**src/rtl/alu_pkg.sv**
```systemverilog
// Opcode map, opcode classification helpers and issuer FSM encoding shared by the
// ALU datapath blocks.
package alu_pkg;

    localparam logic [3:0] OP_NOP = 4'd0;
    localparam logic [3:0] OP_ADD = 4'd1;
    localparam logic [3:0] OP_SUB = 4'd2;
    localparam logic [3:0] OP_MUL = 4'd3;
    localparam logic [3:0] OP_DIV = 4'd4;
    localparam logic [3:0] OP_AND = 4'd5;
    localparam logic [3:0] OP_OR  = 4'd6;
    localparam logic [3:0] OP_XOR = 4'd7;
    localparam logic [3:0] OP_NOR = 4'd8;
    localparam logic [3:0] OP_NOT = 4'd9;
    localparam logic [3:0] OP_LSH = 4'd10;
    localparam logic [3:0] OP_RSH = 4'd11;
    localparam logic [3:0] OP_POW = 4'd12;

    typedef enum logic [1:0] {
        ST_IDLE = 2'd0,
        ST_WAIT = 2'd1,
        ST_RESP = 2'd2
    } state_t;

    // NOP is reserved as illegal so a zeroed bus never looks like real work.
    function automatic logic is_legal_op(input logic [3:0] op);
        return (op != OP_NOP) && (op <= OP_POW);
    endfunction

    function automatic logic is_slow_op(input logic [3:0] op);
        return (op == OP_MUL) || (op == OP_DIV) || (op == OP_POW);
    endfunction

endpackage

```
**src/rtl/alu_cmd_issuer.sv**
```systemverilog
// Issues one command at a time to the ALU, waits its opcode-dependent latency and
// returns the captured result; illegal opcodes and divide-by-zero are trapped here.
module alu_cmd_issuer
    import alu_pkg::*;
#(
    parameter int BIT_LEN  = 8,
    parameter int LAT_FAST = 1,
    parameter int LAT_SLOW = 4
) (
    input  logic               CLK,
    input  logic               RST,
    input  logic               CMD_VALID,
    output logic               CMD_READY,
    input  logic [3:0]         CMD_OP,
    input  logic [BIT_LEN-1:0] CMD_A,
    input  logic [BIT_LEN-1:0] CMD_B,
    output logic               ALU_EN,
    output logic [3:0]         ALU_OP,
    output logic [BIT_LEN-1:0] ALU_A,
    output logic [BIT_LEN-1:0] ALU_B,
    input  logic [BIT_LEN-1:0] ALU_DEST,
    output logic               RES_VALID,
    input  logic               RES_READY,
    output logic [BIT_LEN-1:0] RES_DATA,
    output logic               RES_ERR,
    output logic [7:0]         ERR_CNT
);

    localparam int CNT_W = $clog2(LAT_SLOW + 1);
    localparam logic [CNT_W-1:0] CNT_FAST = CNT_W'(LAT_FAST);
    localparam logic [CNT_W-1:0] CNT_SLOW = CNT_W'(LAT_SLOW);
    localparam logic [CNT_W-1:0] CNT_ONE  = CNT_W'(1);

    state_t             state_q, state_d;
    logic [CNT_W-1:0]   cnt_q, cnt_d;
    logic               alu_en_q, alu_en_d;
    logic [3:0]         alu_op_q, alu_op_d;
    logic [BIT_LEN-1:0] alu_a_q, alu_a_d;
    logic [BIT_LEN-1:0] alu_b_q, alu_b_d;
    logic [BIT_LEN-1:0] res_data_q, res_data_d;
    logic               res_err_q, res_err_d;
    logic [7:0]         err_cnt_q, err_cnt_d;
    logic [7:0]         err_cnt_inc;

    assign err_cnt_inc = (err_cnt_q == 8'hFF) ? err_cnt_q : err_cnt_q + 8'd1;

    always_comb begin
        state_d    = state_q;
        cnt_d      = cnt_q;
        alu_en_d   = alu_en_q;
        alu_op_d   = alu_op_q;
        alu_a_d    = alu_a_q;
        alu_b_d    = alu_b_q;
        res_data_d = res_data_q;
        res_err_d  = res_err_q;
        err_cnt_d  = err_cnt_q;
        case (state_q)
            ST_IDLE: begin
                if (CMD_VALID) begin
                    if (!is_legal_op(CMD_OP)) begin
                        res_data_d = '0;
                        res_err_d  = 1'b1;
                        err_cnt_d  = err_cnt_inc;
                        state_d    = ST_RESP;
                    end else if ((CMD_OP == OP_DIV) && (CMD_B == '0)) begin
                        res_data_d = '1;
                        res_err_d  = 1'b1;
                        err_cnt_d  = err_cnt_inc;
                        state_d    = ST_RESP;
                    end else begin
                        alu_en_d = 1'b1;
                        alu_op_d = CMD_OP;
                        alu_a_d  = CMD_A;
                        alu_b_d  = CMD_B;
                        cnt_d    = is_slow_op(CMD_OP) ? CNT_SLOW : CNT_FAST;
                        state_d  = ST_WAIT;
                    end
                end
            end
            ST_WAIT: begin
                cnt_d = cnt_q - CNT_ONE;
                // Operands stay on the bus until the result is sampled.
                if (cnt_q == CNT_ONE) begin
                    res_data_d = ALU_DEST;
                    res_err_d  = 1'b0;
                    alu_en_d   = 1'b0;
                    alu_op_d   = '0;
                    alu_a_d    = '0;
                    alu_b_d    = '0;
                    state_d    = ST_RESP;
                end
            end
            ST_RESP: begin
                if (RES_READY) begin
                    state_d = ST_IDLE;
                end
            end
            default: state_d = ST_IDLE;
        endcase
    end

    always_ff @(posedge CLK or posedge RST) begin
        if (RST) begin
            state_q    <= ST_IDLE;
            cnt_q      <= '0;
            alu_en_q   <= 1'b0;
            alu_op_q   <= '0;
            alu_a_q    <= '0;
            alu_b_q    <= '0;
            res_data_q <= '0;
            res_err_q  <= 1'b0;
            err_cnt_q  <= '0;
        end else begin
            state_q    <= state_d;
            cnt_q      <= cnt_d;
            alu_en_q   <= alu_en_d;
            alu_op_q   <= alu_op_d;
            alu_a_q    <= alu_a_d;
            alu_b_q    <= alu_b_d;
            res_data_q <= res_data_d;
            res_err_q  <= res_err_d;
            err_cnt_q  <= err_cnt_d;
        end
    end

    // Ready is masked by reset so nothing is offered while the block is held.
    assign CMD_READY = (state_q == ST_IDLE) && !RST;
    assign RES_VALID = (state_q == ST_RESP);
    assign ALU_EN    = alu_en_q;
    assign ALU_OP    = alu_op_q;
    assign ALU_A     = alu_a_q;
    assign ALU_B     = alu_b_q;
    assign RES_DATA  = res_data_q;
    assign RES_ERR   = res_err_q;
    assign ERR_CNT   = err_cnt_q;

endmodule

```
**config.mk**
```make
export PLATFORM = sky130hd
export DESIGN_NAME = alu_cmd_issuer
export DESIGN_NICKNAME = d
export VERILOG_FILES = /design/src/rtl/alu_pkg.sv /design/src/rtl/alu_cmd_issuer.sv
export SDC_FILE = /design/constraint.sdc
export NUM_CORES = 1
export LEC_CHECK = 0
export ABC_AREA = 1
export BUFFER_PORTS_ARGS = -buffer_cell sky130_fd_sc_hd__buf_2
export CAP_MARGIN = 20
export CORE_MARGIN = 1
export CORE_UTILIZATION = 51
export CTS_CLUSTER_DIAMETER = 40
export CTS_CLUSTER_SIZE = 20
export DETAILED_ROUTE_END_ITERATION = 8
export GPL_TIMING_DRIVEN = 0
export PLACE_DENSITY = 0.8
export REMOVE_ABC_BUFFERS = 1
export SLEW_MARGIN = 20
export SYNTH_ARGS = -nofsm -noshare
export SYNTH_HDL_FRONTEND = slang
export SYNTH_SLANG_ARGS = --single-unit
```
**constraint.sdc**
```tcl
create_clock -name CLK -period 2.1 [get_ports CLK]
set_clock_uncertainty 0.2 [all_clocks]
set_input_delay 0.21 -clock CLK [delete_from_list [all_inputs] [get_ports CLK]]
set_output_delay 0.21 -clock CLK [all_outputs]
set_load 0.005 [all_outputs]
```
# Yosys cells after proc, flatten, opt, wreduce, memory -nomap -nowiden
# Cells that the tools add are included.
# op_classes
add_sub_neg	2
mul	0
div_mod_pow	0
n_lt_le_gt_ge	1
n_eq_ne	14
n_shift	0
muxes	42
bitwise	0
reduce_logical	15
# op_table
operator	n
8-bit two-way mux	14
8-bit case mux with 2 select lines	3
4-bit two-way mux	4
3-bit two-way mux	4
2-bit two-way mux	5
8-bit by 1-bit adder with 8-bit output (second input constant)	1
8-bit == test (second input constant)	1
8-bit zero test	1
2-bit inequality test (second input constant)	4
4-bit case mux with 2 select lines	1
4-bit AND reduction	2
1-bit two-way mux	7
2-bit case mux with 3 select lines	1
3-bit case mux with 2 select lines	1
3-bit AND reduction	2
5-bit AND reduction	1
4-bit by 2-bit == test with 1-bit output (second input constant)	1
4-bit by 3-bit == test with 1-bit output (second input constant)	1
4-bit == test (second input constant)	1
4-bit less-or-equal comparator (second input constant)	1
2-bit by 1-bit inequality test with 1-bit output (second input constant)	2
1-bit case mux with 2 select lines	2
4-bit nonzero test	1
3-bit by 1-bit == test with 1-bit output (second input constant)	1
other kinds (9)	12
# word_totals
regBits	43
latchBits	0
mem_bits_rw	0
romBits	0
inputBits	32
out_inout_bits	40
wordCells	83
mem_count	0

# Longest topological paths before layout
# Gate-level depths: netlist (run 1).
# logic_depth
ltp_word	8
mapped_depth	10
ltp_nobuf	9

# Worst setup path before layout (run 1)
# No wires, ideal clock.
# synth_path
path_type	flip-flop to flip-flop
start	register err_cnt_q[0] (netlist: ERR_CNT[0])
end	register err_cnt_q[2] (netlist: ERR_CNT[2])
t_arrival_ps	1330
t_required_ps	1826
slack_ps	496
stages_incl_launch_ff	9
path_buffers	1
period_less_slack_ps	1604
path_cell_list	dfrtp_1 -> ha_1 -> nand3_1 -> nor2_1 -> nand3_1 -> nand3_2 -> buf_6 -> nand2_1 -> o21ai_2
# synth_via
elab_chain_len	4
elab_cells_between_ends	5
cone_classes	1 x add/sub; 1 x eq/ne; 3 x mux
# synth_rtl
element	line	rtl
start: declaration	alu_cmd_issuer.sv:42	logic [7:0] err_cnt_q, err_cnt_d;
start signal: assignment	alu_cmd_issuer.sv:122	err_cnt_q <= err_cnt_d;
8-bit by 1-bit adder with 8-bit output / 8-bit == test (equally long branches)	alu_cmd_issuer.sv:45	assign err_cnt_inc = (err_cnt_q == 8'hFF) ? err_cnt_q : err_cnt_q + 8'd1;
8-bit two-way mux (*)	alu_cmd_issuer.sv:45	
8-bit two-way mux	alu_cmd_issuer.sv:65	end else if ((CMD_OP == OP_DIV) && (CMD_B == '0)) begin
8-bit two-way mux (*)	alu_cmd_issuer.sv:60	if (!is_legal_op(CMD_OP)) begin
# Every way passes the cells marked *; elsewhere a longest branch is shown, timed or not. The select of a mux whose other input is x is not followed.
# A chain may end at the register's enable or synchronous reset.

# Worst setup path after layout (run 1)
# layout_path
start	input port CMD_B[6]
end	register err_cnt_q[7] (netlist: ERR_CNT[7])
# layout_via
elab_chain_len	4
# layout_rtl
element	line	rtl
start: declaration	alu_cmd_issuer.sv:16	input logic [BIT_LEN-1:0] CMD_B,
8-bit zero test	alu_cmd_issuer.sv:65	
1-bit logical AND	alu_cmd_issuer.sv:65	
2-bit by 1-bit inequality test with 1-bit output (no line)	-	
3-bit AND reduction (no line)	-	
# Every way passes these cells.

==> implementation parameters, run 1 <==
Parameter                              Value

STA
  Final max-slew violation count    0
  Fraction of the cycle the final worst path needs    0.935
  Final hold violation count    0
  Setup violations, final    0
  Worst slew pin tran    549 ps
  Final period demand of the worst path    1960 ps
  Worst setup slack after layout    136 ps
  Headroom to the max-slew limit    0.634
  Unrepaired setup endpoints after global routing    false
  Maximum operating frequency    0.509 GHz

Clock tree
  Clock transition at path regs    80 ps
  Number of buffers on the longest clock path    2
  H-tree levels    2
  # clock sinks    43
  Clock latency reported for the late side of the worst-skew pair    300 ps
  Clock buffer count from CTS    5
  CTS tree    done
  Root buffer selected by CTS    clkbuf_8

Critical path
  Origin of the critical flop-to-flop path    state_q[0]
  Cell with the biggest individual delay on the critical path    dlygate4sd3_1
  Critical Path Max Stage Delay    550 ps
  Critical Setup Path Class    input pin to register
  Worst reg2reg path endpoint    RES_ERR
  Kind of capture point of the worst setup path    register
  Highest fanout seen on the critical path    15
  Number of cells traversed by the worst register-to-register path    8
  Critical path, cell by cell    dlygate4sd3_1 -> buf_2 -> nor2_1 -> nand2_1 -> nor2_1 -> nand2_1 -> nand2_1 -> nand3_4 -> nand2_1 -> o21ai_0
  Most repeated library cell on the critical path    nand2_1
  Minimum setup slack among reg-to-reg paths    230 ps
  Arrival time at the worst endpoint    1940 ps
  Critical Path Start Type    input pin
  CP required    2070 ps

Final layout
  Final instance area    0.00290 mm²
  Ratio of cells with drive above 1 in the final layout    0.301
  Post-layout nets    400
  Multi-input combinational cell area    0.00104 mm²
  Sequential cell area    0.00108 mm²
  Number of diodes added for antenna fixing    0
  Synth-to-layout area growth    29.4%
  Fill cell count    341

Synth
  Post-synthesis register bit count    43
  Netlist Area Pre-Place    0.00224 mm²
  Average cell area after synthesis    8.07 µm²
  Number of instances in the synthesized netlist    278
  Fraction of the yosys area taken by sequential cells    0.480
  Yosys Warn Count    0
  Synth area leader    dfrtp_1
  Share of the synthesized area in the top cell type    0.480
  Top cells by area, synth    dfrtp_1, nand2_1, nand3_1
  Count of unique library cells instantiated by Yosys    25

Power and ir drop
  Total power consumption of the routed design    3.97 mW
  Leak Pwr    1.60 nW
  Highest ir drop seen on vdd    0.000694 V
  Pwr per Cell Area    1370 mW/mm²

Detailed routing
  Via-to-Cell Ratio    5.00
  Post-detailed-routing wire length    5320 µm
  Count of vias placed by the detailed router    2,076
  Number of detailed-routing iterations run before antenna repair    4
  Routed length per placed instance    12.8 µm
  Remaining routing DRC violations    0
  DR iter-0 viols    126
  Number of routed nets with antenna violations    0

Floorplanning
  Die Height    68.3 µm
  Boundary Pins    72
  Horizontal die dimension    68.3 µm
  Floorplan Core Area    0.00412 mm²
  Starting Density    0.545
  Row count    23
  Die area    0.00467 mm²

Worst hold path
  Min-Delay Endpoint    ALU_OP[2]
  Hold_sp    CMD_OP[2]
  Tightest Hold Check Type    input pin to register
  Number of cells on the worst hold path    3

Placed design
  Placed Instance Area    0.00260 mm²
  Number of buffer cells added on primary ports    71
  Global placement routability congestion    0.780
  Setup Slack @ Placement    -702 ps
  HPWL after DPL    3270 µm

Global route
  Grt ovf    0
  Vias in the first global route    1,920
  Initial antenna violation count    0
  Maximum number of pins on one net before global-route repair    27
  First-pass GRT wire length    8490 µm
  Total track usage    0.251

Job
  Max-Cap Viols    0

Run status
  Status    finished clean
layout by cell type (no fill, tap or decap), drive strengths merged, types with 2 or more instances in the layout:
cell / instances
nand2: 108
nand3: 38
clkbuf: 6
xnor2: 6
o21ai: 12
dfrtp: 43
nor2: 27
dlygate4sd3: 13
o22ai: 2
buf: 75
nand4: 3
inv: 25
ha: 3
worst max-delay path by stage:
stage                    start    endpoint  slack, ps  cells after the start
floorplan           state_q[1]      ALU_EN         30                      5
global placement    state_q[1]    ALU_B[0]       -640                      5
global route          CMD_B[5]  ERR_CNT[2]         20                     10
detailed placement  state_q[1]    ALU_A[6]       -700                      5
finish                CMD_B[6]  ERR_CNT[7]        140                     10
CTS                 state_q[0]   ALU_OP[1]         90                      6
what timing repair did:
item	CTS	global route
endpoints found under the setup margin	35	33
endpoints found under the hold margin	29	0
hold buffers	13	0
gates resized for setup	1	5
cloned	2	0
pin swaps	2	1
setup buffers	2	1
cell families (layout without fill, tap and decap cells):
family | count (synthesis) | after routing | synth area share
DFF | 43 | 43 | 0.480
adders and majority gates | 3 | 3 | 0.0167
AOI/OAI and AO/OA | 15 | 15 | 0.0502
and+or+nand+nor | 175 | 177 | 0.347
xor gates and xnor gates | 7 | 7 | 0.0273
buffers and inverters | 35 | 120 | 0.0787
registers in the layout (all words and copies together) (netlist names):
register,flops
ALU_A,8
ALU_B,8
ERR_CNT,8
RES_DATA,8
ALU_OP,4
cnt_q,3
state_q,2
ALU_EN,1
RES_ERR,1
worst max-delay path: cells and delay by family:
| kind | cells | cell delay (ps) |
|---|---|---|
| buf+inv | 2 | 690 |
| compound gates | 1 | 80 |
| simple gates | 7 | 970 |
metrics by stage:
stage / TNS, ps / util / instances / hold slack [ps]
after global placement: -17600 / 0.626 / 389 / 184
final: 0 / 0.705 / 415 / 13.8
after floorplan: 0 / - / 268 / 96.3
after detailed placement: -18330 / 0.631 / 390 / 41.3
after global routing: 0 / 0.705 / 415 / 56.5
after CTS: 0 / 0.696 / 414 / 9.01
metal layers:
layer | share of wire | track usage | up-vias
li1 | - | - | 1048
met1 | 0.44 | 0.312 | 953
met2 | 0.49 | 0.412 | 66
met3 | 0.048 | 0.0567 | 9
met4 | 0.016 | 0.112 | 0
met5 | 0 | 0 | -
synthesized netlist by cell type (all sizes together):
| master | instances |
|---|---|
| buf | 9 |
| clkbuf | 1 |
| dfrtp | 43 |
| ha | 3 |
| inv | 25 |
| nand2 | 108 |
| nand3 | 38 |
| nand4 | 2 |
| nor2 | 26 |
| nor3 | 1 |
| o21ai | 12 |
| o22ai | 2 |
| o31ai | 1 |
| xnor2 | 6 |
| xor2 | 1 |
area by class of cell:
| cell class | count | area share |
|---|---|---|
| clock buffer | 6 | 0.0250 |
| inverter | 25 | 0.0323 |
| tap | 50 | 0.0216 |
| timing repair buffer | 88 | 0.182 |
| multi-input combinational | 202 | 0.358 |
| sequential | 43 | 0.371 |
| clock inverter | 1 | 0.0103 |
where the power goes:
part           switching [mW]  internal [mW]
combinational            1.18          0.750
sequential              0.238           1.18
clock                   0.275          0.349
total                    1.69           2.28
Power figures use the tool's default switching activity.
==> inputs of run 2 (changes only) <==
--- a/config.mk
+++ b/config.mk
@@ -8,14 +8,13 @@
 export ABC_AREA = 1
 export BUFFER_PORTS_ARGS = -buffer_cell sky130_fd_sc_hd__buf_2
 export CAP_MARGIN = 20
-export CORE_MARGIN = 1
+export CORE_MARGIN = 5
 export CORE_UTILIZATION = 51
 export CTS_CLUSTER_DIAMETER = 40
 export CTS_CLUSTER_SIZE = 20
 export DETAILED_ROUTE_END_ITERATION = 8
 export GPL_TIMING_DRIVEN = 0
 export PLACE_DENSITY = 0.8
-export REMOVE_ABC_BUFFERS = 1
 export SLEW_MARGIN = 20
 export SYNTH_ARGS = -nofsm -noshare
 export SYNTH_HDL_FRONTEND = slang
==> run 2 against run 1 <==
Against the previous run:
- sequential share of layout area shrank 0.11 points
- clock-buffer cell count is the same
- critical path depth grew 1
- register-to-register slack gained 120 ps
- via count shrank 0.34%
- wire length shrank 5.6%
- sequential cell count is the same
- die area grew 25%
- maximum frequency grew 2.4%
- non-clock buffer count grew 8
- setup slack gained 47 ps
- critical path type unchanged
- highest routed layer unchanged
==> implementation parameters, run 2 (synthesis results as in run 1) <==
Parameter                              Value

Run status
  Status    finished clean

Clock tree
  Clock buffer count from CTS    5 (unchanged)
  # clock sinks    43 (unchanged)
  H-tree levels    2 (unchanged)
  Setup Fix Bufs, Post-CTS    0 (-2)
  Clock latency reported for the late side of the worst-skew pair    290 ps (about the same)
  CTS tree    done
  Clock transition at path regs    80 ps (about the same)
  Root buffer selected by CTS    clkbuf_8
  Number of buffers on the longest clock path    2 (unchanged)

Power and ir drop
  Share of power burned in the clock network    0.137 (-0.020)
  Sequential Power Share    0.365 (+0.007)
  Total power consumption of the routed design    3.84 mW (-3.3%)
  Highest ir drop seen on vdd    0.000643 V (-7.4%)
  Fraction of power consumed by combinational cells    0.498 (+0.013)
  Net switching component of the power    1.61 mW (-5.0%)
  Cell internal pwr    2.23 mW (-2.1%)
  Switching part of the total    0.418 (-0.00739)
  Leak Pwr    1.62 nW (+1.0%)
  Pwr per Cell Area    1320 mW/mm² (-3.6%)

Placed design
  HPWL after DPL    3600 µm (+10%)
  Global placement routability congestion    0.799 (+2.4%)
  Number of buffer cells added on primary ports    71 (unchanged)
  Number of placed instances with taps included    402 (+3.1%)

Final layout
  Fill cell count    392 (+15%)
  Number of diodes added for antenna fixing    0 (unchanged)
  Final Non-Filler Cells    423 (+1.9%)
  Post-layout nets    406 (+1.5%)
  Most frequent cells in the layout    nand2_1, buf_2, dfrtp_1
  Ratio of cells with drive above 1 in the final layout    0.310 (+0.00860)
  Synth-to-layout area growth    29.8%
  Most frequent standard cell in the layout excluding fill and tap cells    nand2_1

STA
  Final max-slew violation count    0 (unchanged)
  Final hold violation count    0 (unchanged)
  Final period demand of the worst path    1920 ps (-46.9 ps)
  Worst slew pin tran    408 ps (-141 ps)
  Maximum operating frequency    0.522 GHz (+2.4%)
  Setup violations, final    0 (unchanged)
  Unrepaired setup endpoints after global routing    false
  Sum of negative setup slack    0 ps (unchanged)
  Headroom to the max-slew limit    0.728 (+0.0938)
  Fraction of the cycle the final worst path needs    0.913 (-0.0223)

Floorplanning
  Floorplan Core Area    0.00432 mm² (+5.1%)
  Die area    0.00582 mm² (+25%)
  Die Height    76.3 µm (+12%)
  Row count    24 (+4.3%)
  Horizontal die dimension    76.3 µm (+12%)
  Boundary Pins    72 (unchanged)
  Starting Density    0.519 (-0.0263)

Critical path
  Critical Path Start Type    input pin
  Origin of the critical flop-to-flop path    ERR_CNT[0]
  CP required    2090 ps (+20 ps)
  Source of the critical timing path    CMD_B[5]
  Highest fanout seen on the critical path    10 (-5)
  Number of cells traversed by the worst register-to-register path    8 (unchanged)
  Critical Setup Path Class    input pin to register
  Arrival time at the worst endpoint    1900 ps (-40 ps)
  Kind of capture point of the worst setup path    register

Detailed routing
  Post-detailed-routing wire length    5020 µm (-5.6%)
  Routed length per placed instance    11.9 µm (-7.4%)
  Count of vias placed by the detailed router    2,069 (-0.34%)
  Via-to-Cell Ratio    4.89 (-2.2%)
  Number of detailed-routing iterations run before antenna repair    4 (unchanged)
  Remaining routing DRC violations    0 (unchanged)
  Number of routed nets with antenna violations    0 (unchanged)
  DR iter-0 viols    70 (-44%)

Synth
  Post-Syn Nets    313

Global route
  First-pass GRT wire length    9000 µm (+6.1%)
  Grt ovf    0 (unchanged)
  Initial antenna violation count    0 (unchanged)
  Maximum number of pins on one net before global-route repair    27 (unchanged)
  Total track usage    0.182 (-0.0682)
  Vias in the first global route    2,005 (+4.4%)

Worst hold path
  Number of cells on the worst hold path    5 (+2)
  Tightest Hold Check Type    input pin to register
  Hold_sp    CMD_B[2]

Job
  Max-Cap Viols    0 (unchanged)
## run 2: changes by cell type in the layout (fill, tap and decap cells not counted), moves of 2 or more
cell     change
buf_6        +5
nand2_2      +2
buf_4        -2
buf_2        +3
## run 2: timing repair
action	CTS	global route
resized for setup	0	0
setup endpoints to repair	0	0
hold buffers	14	0
hold endpoints to repair	30	0
## run 2: final timing paths
path	endpoint	slack [ps]
max in group asynchronous	ALU_OP[1]	970
min reg2reg	RES_DATA[7]	270
min	ALU_B[2]	40
max reg2reg	ERR_CNT[2]	350
min in group asynchronous	ERR_CNT[5]	260
max	ERR_CNT[2]	180
## run 2: layout make-up
cell class | instances | area (µm²) | share of cell area
buffer | 10 | 82.6 | 0.0284
clock buffer | 6 | 82.6 | 0.0284
clock inverter | 1 | 5.00 | 0.00172
inverter | 25 | 93.8 | 0.0322
multi-input combinational | 200 | 990 | 0.340
sequential | 43 | 1080 | 0.370
tap | 52 | 65.1 | 0.0224
timing repair buffer | 86 | 515 | 0.177
## run 2: metal layers
layer	GRT usage	up-vias	share of wire
li1	-	1053	-
met1	0.244	947	0.45
met2	0.286	65	0.46
met3	0.0615	4	0.079
met4	0.0437	0	0.0090
met5	0	-	0
## run 2: critical path, stage by stage
cell           delay [ps]
dlygate4sd3_1         530
buf_2                 130
nor2_1                 90
nand2_1                50
nor2_1                180
nand2_1               140
nand2_1               110
nand3_2               150
buf_6                 190
nand2_1                70
o21ai_2                50
## run 2: power by group through the flow
stage          clock, mW  sequential, mW  combinational [mW]
3_5_place_dp           0            1.41                1.92
5_1_grt            0.583            1.45                2.19
2_1_floorplan          0            1.43                1.26
6_report           0.528            1.40                1.91
3_3_place_gp           0            1.41                1.86
4_1_cts            0.552            1.40                1.93
## run 2: through the flow
stage / hold WS [ps] / cell area, µm² / setup slack [ps] / utilization
6_report: 38.4 / 2910 / 183 / 0.673
5_1_grt: 45.5 / 2910 / 27.7 / 0.673
4_1_cts: 29.6 / 2910 / 195 / 0.673
3_5_place_dp: 33.5 / 2680 / 360 / 0.620
3_3_place_gp: 189 / 2660 / 70.7 / 0.616
2_1_floorplan: 96.3 / 2240 / 496 / -
==> inputs of run 3 (changes only) <==
--- a/config.mk
+++ b/config.mk
@@ -15,6 +15,7 @@
 export DETAILED_ROUTE_END_ITERATION = 8
 export GPL_TIMING_DRIVEN = 0
 export PLACE_DENSITY = 0.8
+export RECOVER_POWER = 50
 export SLEW_MARGIN = 20
 export SYNTH_ARGS = -nofsm -noshare
 export SYNTH_HDL_FRONTEND = slang
==> run 3 against run 2 <==
Against the previous run:
- non-clock buffer count is the same
- sequential cell count is the same
- wire length is 0.14% higher
- clock-buffer cell count did not move
- first-iteration DRC count decreased by 2.9%
- register-to-register slack is essentially flat
- maximum frequency about the same
- die area unchanged
==> implementation parameters, run 3 (synthesis results as in run 1) <==
Parameter                              Value

STA
  Unrepaired setup endpoints after global routing    false
  Setup violations, final    0 (unchanged)
  Sum of negative setup slack    0 ps (unchanged)
  Final Hold Slack    38.4 ps (-0.00760 ps)
  Final hold violation count    0 (unchanged)
  Fraction of the cycle the final worst path needs    0.913 (about the same)
  Final period demand of the worst path    1920 ps (-0.560 ps)
  Headroom to the max-slew limit    0.510 (-0.217)
  Final max-slew violation count    0 (unchanged)
  Worst slew pin tran    734 ps (+326 ps)
  Maximum operating frequency    0.522 GHz (about the same)

Critical path
  Number of cells traversed by the worst register-to-register path    8 (unchanged)
  Origin of the critical flop-to-flop path    ERR_CNT[0]
  Arrival time at the worst endpoint    1900 ps (about the same)
  Kind of capture point of the worst setup path    register
  Critical Path Start Type    input pin
  Worst reg2reg path endpoint    ERR_CNT[2]
  CP required    2090 ps (about the same)
  Minimum setup slack among reg-to-reg paths    350 ps (about the same)
  Highest fanout seen on the critical path    10 (unchanged)
  Critical Setup Path Class    input pin to register

Clock tree
  Root buffer selected by CTS    clkbuf_8
  CTS tree    done
  Clock transition at path regs    80 ps (about the same)
  Clock buffer count from CTS    5 (unchanged)
  # clock sinks    43 (unchanged)
  # resized after CTS    0 (unchanged)
  H-tree levels    2 (unchanged)
  Clock latency reported for the late side of the worst-skew pair    290 ps (about the same)
  Setup Fix Bufs, Post-CTS    0 (unchanged)
  Number of buffers on the longest clock path    2 (unchanged)

Global route
  Maximum number of pins on one net before global-route repair    27 (unchanged)
  Vias in the first global route    2,005 (unchanged)
  Total track usage    0.182 (unchanged)
  Initial antenna violation count    0 (unchanged)
  First-pass GRT wire length    9000 µm (unchanged)
  Grt ovf    0 (unchanged)

Power and ir drop
  Total power consumption of the routed design    3.82 mW (-0.46%)
  Leak Pwr    1.59 nW (-1.8%)
  Highest ir drop seen on vdd    0.000634 V (-1.3%)
  Pwr per Cell Area    1320 mW/mm² (about the same)

Final layout
  Post-layout nets    406 (unchanged)
  Synth-to-layout area growth    29.3%
  Most frequent standard cell in the layout excluding fill and tap cells    nand2_1
  Number of diodes added for antenna fixing    0 (unchanged)
  Multi-input combinational cell area    990 µm² (unchanged)
  Most frequent cells in the layout    nand2_1, buf_2, dfrtp_1
  Fill cell count    399 (+1.8%)
  Sequential cell area    0.00108 mm² (unchanged)
  Ratio of cells with drive above 1 in the final layout    0.283 (-0.0270)

Detailed routing
  Number of routed nets with antenna violations    0 (unchanged)
  Routed length per placed instance    11.9 µm (+0.14%)
  Via-to-Cell Ratio    4.89 (about the same)
  Remaining routing DRC violations    0 (unchanged)
  Post-detailed-routing wire length    5030 µm (+0.14%)
  DR iter-0 viols    68 (-2.9%)
  Number of detailed-routing iterations run before antenna repair    4 (unchanged)
  Count of vias placed by the detailed router    2,070 (+0.048%)

Placed design
  HPWL after DPL    3600 µm (unchanged)
  Global placement routability congestion    0.799 (unchanged)
  Number of buffer cells added on primary ports    71 (unchanged)

Floorplanning
  Die Height    76.3 µm (unchanged)
  Row count    24 (unchanged)
  Starting Density    0.519 (unchanged)
  Horizontal die dimension    76.3 µm (unchanged)
  Floorplan Core Area    0.00432 mm² (unchanged)
  Boundary Pins    72 (unchanged)
  Die area    0.00582 mm² (unchanged)

Job
  Max-Cap Viols    0 (unchanged)

Synth
  Post-Syn Nets    313 (unchanged)

Worst hold path
  Tightest Hold Check Type    input pin to register
  Min-Delay Endpoint    ALU_B[2]
  Hold_sp    CMD_B[2]
  Number of cells on the worst hold path    5 (unchanged)

Run status
  Status    finished clean
## run 3: cell types whose count changed in the layout (fill, tap and decap cells not counted)
cell,previous run,this run
clkbuf_1,1,10
inv_2,2,1
inv_1,23,24
buf_2,74,65
## run 3: metal layers
| layer | global-route usage | routed length, µm |
|---|---|---|
| met1 | 0.244 | 2250 |
| met2 | 0.286 | 2330 |
| met3 | 0.0615 | 398 |
| met4 | 0.0437 | 45 |
| met5 | 0 | 0 |
## run 3: power by group
| group | switching, mW | internal (mW) | total (mW) |
|---|---|---|---|
| Clock | 0.270 | 0.258 | 0.528 |
| Sequential | 0.220 | 1.18 | 1.40 |
| Combinational | 1.12 | 0.773 | 1.89 |
## run 3: cell type report
cell class | instances | share of cell area
inverter | 25 | 0.0324
buffer | 10 | 0.0285
clock inverter | 1 | 0.00173
clock buffer | 6 | 0.0285
multi-input combinational | 200 | 0.341
sequential | 43 | 0.371
tap | 52 | 0.0224
timing repair buffer | 86 | 0.174
## run 3: metrics by stage
step | setup WS, ps | util | std cells | area (µm²)
detailed placement | 360 | 0.620 | 402 | 2680
CTS | 195 | 0.673 | 423 | 2910
global placement | 70.7 | 0.616 | 401 | 2660
floorplan | 496 | - | 278 | 2240
global route | 27.7 | 0.670 | 423 | 2900
finish | 184 | 0.670 | 423 | 2900
## run 3: repair_timing
action | in CTS | in global routing
endpoints found under the setup margin | 0 | 0
hold buffers | 14 | 0
hold endpoints to repair | 30 | 0
## run 3: critical path, stage by stage
cell,delay [ps]
dlygate4sd3_1,530
buf_2,130
nor2_1,90
nand2_1,50
nor2_1,180
nand2_1,140
nand2_1,110
nand3_2,150
buf_6,190
nand2_1,70
o21ai_2,50
## run 3: how the worst max path moves through the flow
stage / start / end / slack (ps) / cells past startpoint
final: CMD_B[5] / ERR_CNT[2] / 180 / 11
after detailed placement: ERR_CNT[0] / ERR_CNT[2] / 360 / 8
after global placement: RST / ALU_B[0] / 70 / 2
after floorplan: ERR_CNT[0] / ERR_CNT[2] / 500 / 8
after CTS: CMD_B[5] / ERR_CNT[2] / 200 / 11
after global routing: CMD_OP[1] / ERR_CNT[2] / 30 / 11
